## config.mk

```make
export PLATFORM = sky130hd
export DESIGN_NAME = nibble_serial_sub_ctrl_flat
export DESIGN_NICKNAME = d
export VERILOG_FILES = /design/src/rtl/sub_pkg.sv /design/src/rtl/nibble_serial_sub_ctrl_if.sv /design/src/rtl/sub4_slice.sv /design/src/rtl/nibble_serial_sub_ctrl.sv /design/src/flat_wrapper.sv
export SDC_FILE = /design/constraint.sdc
export NUM_CORES = 1
export LEC_CHECK = 0
export CAP_MARGIN = 20
export CELL_PAD_IN_SITES_DETAIL_PLACEMENT = 1
export CELL_PAD_IN_SITES_GLOBAL_PLACEMENT = 2
export CORE_MARGIN = 2
export CORE_UTILIZATION = 31
export CTS_BUF_LIST = sky130_fd_sc_hd__clkbuf_2
export CTS_CLUSTER_DIAMETER = 50
export DETAILED_ROUTE_END_ITERATION = 7
export GPL_TIMING_DRIVEN = 0
export PLACE_DENSITY = 0.75
export RECOVER_POWER = 100
export SLEW_MARGIN = 25
export SYNTH_ARGS = -nofsm -noshare
export SYNTH_HDL_FRONTEND = slang
export SYNTH_SLANG_ARGS = --single-unit
```

## constraint.sdc

```tcl
create_clock -name clk -period 3.9 [get_ports clk]
set_input_delay 0.78 -clock clk [delete_from_list [all_inputs] [get_ports clk]]
set_output_delay 0.78 -clock clk [all_outputs]
set_load 0.005 [all_outputs]
```

## src/rtl/sub_pkg.sv

```systemverilog
// Shared types and constants for the nibble-serial subtract sequencer.
package sub_pkg;

  localparam int NIB_W = 4;

  typedef enum logic [1:0] {
    IDLE = 2'd0,
    RUN  = 2'd1,
    DONE = 2'd2
  } state_e;

  function automatic int idx_width(input int nibbles);
    return (nibbles > 1) ? $clog2(nibbles) : 1;
  endfunction

endpackage

```

## src/rtl/nibble_serial_sub_ctrl_if.sv

```systemverilog
// Command/result bundle: master issues start with operands, slave returns the difference.
interface nibble_serial_sub_ctrl_if #(
  parameter int NIBBLES = 4
);
  localparam int W = sub_pkg::NIB_W * NIBBLES;

  logic         start;
  logic [W-1:0] a;
  logic [W-1:0] b;
  logic         ready;
  logic         busy;
  logic         done;
  logic [W-1:0] diff;
  logic         borrow;
  logic         zero;

  modport master (
    output start, a, b,
    input  ready, busy, done, diff, borrow, zero
  );

  modport slave (
    input  start, a, b,
    output ready, busy, done, diff, borrow, zero
  );

endinterface

```

## src/rtl/sub4_slice.sv

```systemverilog
// 4-bit ripple adder with exposed carry-in/out; the caller inverts the subtrahend.
module sub4_slice
  import sub_pkg::*;
(
  input  logic [NIB_W-1:0] x,
  input  logic [NIB_W-1:0] y,
  input  logic             cin,
  output logic [NIB_W-1:0] s,
  output logic             cout
);

  logic [NIB_W:0] c;

  assign c[0] = cin;

  for (genvar i = 0; i < NIB_W; i++) begin : g_fa
    assign s[i]   = x[i] ^ y[i] ^ c[i];
    assign c[i+1] = (x[i] & y[i]) | (c[i] & (x[i] ^ y[i]));
  end

  assign cout = c[NIB_W];

endmodule

```

## src/rtl/nibble_serial_sub_ctrl.sv

```systemverilog
// Serial A-B over NIBBLES cycles through one shared 4-bit slice, LSB nibble first.
// done pulses in the DONE state, with diff/borrow/zero already settled.
module nibble_serial_sub_ctrl
  import sub_pkg::*;
#(
  parameter int NIBBLES = 4
) (
  input  logic                     clk,
  input  logic                     rst,
  nibble_serial_sub_ctrl_if.slave  bus
);

  localparam int W     = NIB_W * NIBBLES;
  localparam int IDX_W = idx_width(NIBBLES);

  state_e             state_q, state_d;
  logic [IDX_W-1:0]   idx_q;
  logic               carry_q;
  logic [W-1:0]       op_a_q, op_b_q, diff_q, diff_d;
  logic               borrow_q, zero_q, done_q;

  logic [NIB_W-1:0]   slice_x, slice_y, slice_s;
  logic               slice_cout;
  logic               last_nib;

  assign last_nib = (idx_q == IDX_W'(NIBBLES - 1));

  // State register
  always_ff @(posedge clk or posedge rst) begin
    if (rst) state_q <= IDLE;
    else     state_q <= state_d;
  end

  // Next-state logic
  always_comb begin
    state_d = state_q;
    case (state_q)
      IDLE:    if (bus.start) state_d = RUN;
      RUN:     if (last_nib)  state_d = DONE;
      DONE:    state_d = IDLE;
      default: state_d = IDLE;
    endcase
  end

  // Output decode
  always_comb begin
    bus.ready = (state_q == IDLE);
    bus.busy  = (state_q == RUN);
  end

  always_comb begin
    slice_x = '0;
    slice_y = '0;
    for (int i = 0; i < NIBBLES; i++) begin
      if (idx_q == IDX_W'(i)) begin
        slice_x = op_a_q[i*NIB_W +: NIB_W];
        slice_y = ~op_b_q[i*NIB_W +: NIB_W];
      end
    end
  end

  always_comb begin
    diff_d = diff_q;
    for (int i = 0; i < NIBBLES; i++) begin
      if (idx_q == IDX_W'(i)) diff_d[i*NIB_W +: NIB_W] = slice_s;
    end
  end

  sub4_slice u_slice (
    .x    (slice_x),
    .y    (slice_y),
    .cin  (carry_q),
    .s    (slice_s),
    .cout (slice_cout)
  );

  // Flags are captured from the final slice on the edge into DONE so they
  // are valid alongside the done pulse.
  always_ff @(posedge clk or posedge rst) begin
    if (rst) begin
      idx_q    <= '0;
      carry_q  <= 1'b1;
      op_a_q   <= '0;
      op_b_q   <= '0;
      diff_q   <= '0;
      borrow_q <= 1'b0;
      zero_q   <= 1'b0;
      done_q   <= 1'b0;
    end else begin
      done_q <= 1'b0;
      case (state_q)
        IDLE: begin
          if (bus.start) begin
            op_a_q   <= bus.a;
            op_b_q   <= bus.b;
            diff_q   <= '0;
            carry_q  <= 1'b1;
            idx_q    <= '0;
            borrow_q <= 1'b0;
            zero_q   <= 1'b0;
          end
        end
        RUN: begin
          diff_q  <= diff_d;
          carry_q <= slice_cout;
          if (last_nib) begin
            borrow_q <= ~slice_cout;
            zero_q   <= (diff_d == '0);
            done_q   <= 1'b1;
          end else begin
            idx_q <= idx_q + 1'b1;
          end
        end
        default: ;
      endcase
    end
  end

  assign bus.done   = done_q;
  assign bus.diff   = diff_q;
  assign bus.borrow = borrow_q;
  assign bus.zero   = zero_q;

endmodule
```

## src/flat_wrapper.sv

```systemverilog
// flat-port wrapper written by rule: the top's interface ports become plain ports
module nibble_serial_sub_ctrl_flat import sub_pkg::*;
#(
  parameter int NIBBLES = 4
)
  (clk, rst, bus_start, bus_a, bus_b, bus_ready, bus_busy, bus_done, bus_diff, bus_borrow, bus_zero);
  nibble_serial_sub_ctrl_if #(.NIBBLES(NIBBLES)) bus_i ();
  input  logic clk;
  input  logic rst;
  input wire logic [$bits(bus_i.start)-1:0] bus_start;
  input wire logic [$bits(bus_i.a)-1:0] bus_a;
  input wire logic [$bits(bus_i.b)-1:0] bus_b;
  output wire logic [$bits(bus_i.ready)-1:0] bus_ready;
  output wire logic [$bits(bus_i.busy)-1:0] bus_busy;
  output wire logic [$bits(bus_i.done)-1:0] bus_done;
  output wire logic [$bits(bus_i.diff)-1:0] bus_diff;
  output wire logic [$bits(bus_i.borrow)-1:0] bus_borrow;
  output wire logic [$bits(bus_i.zero)-1:0] bus_zero;
  assign bus_i.start = bus_start;
  assign bus_i.a = bus_a;
  assign bus_i.b = bus_b;
  assign bus_ready = bus_i.ready;
  assign bus_busy = bus_i.busy;
  assign bus_done = bus_i.done;
  assign bus_diff = bus_i.diff;
  assign bus_borrow = bus_i.borrow;
  assign bus_zero = bus_i.zero;
  nibble_serial_sub_ctrl #(.NIBBLES(NIBBLES)) u_core (.clk(clk), .rst(rst), .bus(bus_i));
endmodule
```

==> results.sh <==
export IMPL_cts_tree="done"
export IMPL_final_min_period_over_clock_period_pct=100.0
export IMPL_post_route_cells_drive_above_1_share_pct=27.53
export IMPL_synth_seq_cells=56
export IMPL_unrepaired_setup_endpoints_after_global_routing="true"
export IMPL_starting_density_of_the_core_pct=31.86
export IMPL_coreArea_sq_um=8175
export IMPL_netlist_cell_type_count=31
export IMPL_timing_reg2reg_setup_slack_ns=-0.0004
export IMPL_number_of_failing_hold_endpoints_at_the_final_stage=0
export IMPL_clock_insertion_delay_worst_skew_ns=0.42
export IMPL_floorplan_die_height_um=95.67
export IMPL_r2r_start="u_core.idx_q[0]"
export IMPL_fin_worst_hold_slack_ns=0.5373
export IMPL_worst_hold_path_type="reg2reg"
export IMPL_global_route_wire_length_before_repair_mm=10.67
export IMPL_timing_max_transition_violations_final=32
export IMPL_synth_flop_cell="dfrtp_1"
export IMPL_hold_path_startpoint="u_core.bus.borrow"
export IMPL_cts_htree_levels=2
export IMPL_worstSetupStartpointType="flip-flop"
export IMPL_crit_reg2reg_capture="u_core.bus.zero"
export IMPL_tritoncts_num_buffers=5
export IMPL_grtUsageTotal_pct=15.53
export IMPL_vdd_drop_max_v=0.0005763
export IMPL_pre_cts_ws_ns=-0.5506
export IMPL_area_growth_synth_to_final_pct=35.88
export IMPL_cts_root_to_sink_buffers=2
export IMPL_synth_top_area_share_pct=52.83
export IMPL_timing_critical_path_fanout_max=8
export IMPL_violation_count_after_the_first_detailed_routing_iteration=68
export IMPL_fp_row_count=33
export IMPL_number_of_clock_sinks=56
export IMPL_crit_path_end_kind="flip-flop"
export IMPL_failed_checks="capacitance limit, slew limit, setup timing"
export IMPL_post_synth_most_frequent_cells="55 x dfrtp_1, 29 x mux2_2, 15 x nand2_1, 15 x o21ai_0"
export IMPL_yosysSeqAreaShare_pct=53.84
export IMPL_grt_antenna_before_repair=0
export IMPL_postSynth_asyncResetShare_pct=100.0
export IMPL_ctsHoldBuffers=0
export IMPL_detail_route_wl_per_cell_um=16.77
export IMPL_timing_worst_setup_path_type="reg2reg"
export IMPL_cts_reportedPaths_clkPinSlew_ns=0.25
export IMPL_syn_instance_count=217
export IMPL_avgViaCountPerCell=5.102
export IMPL_final_period_demand_of_the_worst_path_ns=3.900
export IMPL_wirelength_mm=6.573
export IMPL_depth_of_the_worst_register_to_register_path=14
export IMPL_timing_critical_path_required_ns=4.27
export IMPL_max_slew_margin_pct=-10.08
export IMPL_post_dp_hpwl_mm=4.767
export IMPL_vias=2000
export IMPL_syn_area_per_cell_sq_um=12.00
export IMPL_cell_with_the_most_instances_after_synthesis="dfrtp_1"
export IMPL_cap_violations=1
export IMPL_remaining_drcs=0
export IMPL_synth_area_sq_um=2605
export IMPL_syn_nets=260
export IMPL_die_w_um=95.67
export IMPL_detail_route_antenna_nets=0
export IMPL_grt_start_max_net_pins=32
export IMPL_ioPinCount=56
export IMPL_fin_total_pwr_w=0.003611
export IMPL_power_leakage_nw=1.454
export IMPL_final_total_negative_setup_slack_ns=-0.0003619
export IMPL_n_antenna_cell=0
export IMPL_worst_pin_slew_ns=1.651
export IMPL_cts_root_buffer="clkbuf_2"
export IMPL_nets=331
export IMPL_holdPathStages=2
export IMPL_hold_path_end="u_core.bus.borrow"
export IMPL_port_buffers=55
export IMPL_synth_area_leader_cell="dfrtp_1"
export IMPL_final_setup_skew_ns=0.01157
export IMPL_full_die_area_sq_um=9153
export IMPL_via_count_of_the_first_global_routing_pass=2051
export IMPL_max_freq_ghz=0.2564
export IMPL_yosysWarnings=0
export IMPL_synth_edf_count=0
export IMPL_result_of_the_run="finished, violations left"
export IMPL_final_setup_viol_count=1
export IMPL_routabilityCongestion=0.7136
export IMPL_globalRoute_totalOverflow=0
export IMPL_synth_area_top_cells="dfrtp_1 53%, mux2_2 13%, a32o_1 4.6%"
export IMPL_drt_pass1_iter_count=4
export IMPL_power_density_nw_per_um2=1020
export IMPL_timing_critical_path_arrival_ns=4.27
export IMPL_postLayoutSetupSlackWorst_ns=-0.0003619
[worst max path at each step]
stage                          from              end  slack (ns)  depth (start not counted)
floorplan           u_core.idx_q[1]  u_core.bus.zero       0.008                         15
finish              u_core.idx_q[0]  u_core.bus.zero     -0.0004                         14
global placement    u_core.idx_q[0]  u_core.bus.zero       -0.44                         14
global route        u_core.idx_q[1]  u_core.bus.zero       -0.11                         15
detailed placement  u_core.idx_q[0]  u_core.bus.zero       -0.55                         14
CTS                 u_core.idx_q[0]  u_core.bus.zero       0.005                         14
[power by group]
group	internal [W]	leakage, nW	switching [W]
sequential	0.000845	0.691	0.000156
combinational	0.00111	0.728	0.00123
clock	0.000102	0.0349	0.000169
[metal layers]
| layer | track usage [%] | routed length (um) | share of wire [%] | up-vias |
|---|---|---|---|---|
| met5 | 0 | 0 | 0 | - |
| met4 | 3.929 | 61 | 0.93 | 0 |
| met3 | 2.688 | 227 | 3.5 | 5 |
| met2 | 25.82 | 3304 | 50 | 43 |
| met1 | 21.02 | 2980 | 45 | 1014 |
| li1 | - | - | - | 938 |
[through the flow]
step                area, sq um  util (%)  std cells
finish                     3540     43.30        392
global route               3540     43.30        392
CTS                        3511     42.94        390
detailed placement         3324     40.66        378
global placement           3302     40.39        377
floorplan                  2620         -        217
[worst max-delay path, cell delays in order (launching register included)]
cell and delay, ns:
dfrtp_2 0.48, buf_4 0.14, ha_4 0.18, clkbuf_16 0.17, a221oi_2 0.29, a211o_1 0.16
o21ai_2 0.08, fa_2 0.36, fa_2 0.35, fa_2 0.36, fa_2 0.47, nor2_2 0.13
a21oi_1 0.07, or4_1 0.42, o31ai_2 0.18
[repair_timing]
action	CTS	global route
setup endpoints to repair	1	1
cloned	0	0
pin swaps	10	7
gates resized for setup	26	6
buffers inserted	6	2
[cell usage in the layout (no fill, tap or decap), drive strengths merged, types with 4 or more instances in the layout]
cell type       n
dfrtp          55
clkdlybuf4s50  54
mux2           29
o21ai          18
nand2          15
buf            15
nor2           13
a32o           12
clkbuf         12
a21oi          10
inv             9
a22o            5
nand3b          4
a211o           4
fa              4
a221oi          4
ha              4
nor4            4
[registers in the layout, summed over array words and instances, names as in the netlist]
register / count
u_core.bus.done: 1
u_core.bus.diff: 16
u_core.carry_q: 1
u_core.op_b_q: 16
u_core.op_a_q: 16
u_core.bus.zero: 1
u_core.state_q: 2
u_core.bus.borrow: 1
u_core.idx_q: 2
[layout make-up]
cell class / instances / area, sq um
multi-input cells: 138 / 1199
clock inverters: 1 / 30.03
fillers: 897 / 4636
plain buffers: 13 / 97.59
inverters: 10 / 38.79
repair buffers: 64 / 614.3
clock buffers: 5 / 25.02
well taps: 105 / 131.4
flip-flops and latches: 56 / 1404
[logic make-up after synthesis]
kind of cell / after synthesis / synth area share [%]
fa+ha+maj: 8 / 4.995
simple gates: 45 / 9.318
compound gates: 56 / 15.75
buf+inv: 23 / 3.554
mux: 29 / 12.54
flops: 56 / 53.84
Note: power is estimated with default switching activity, not from simulation.
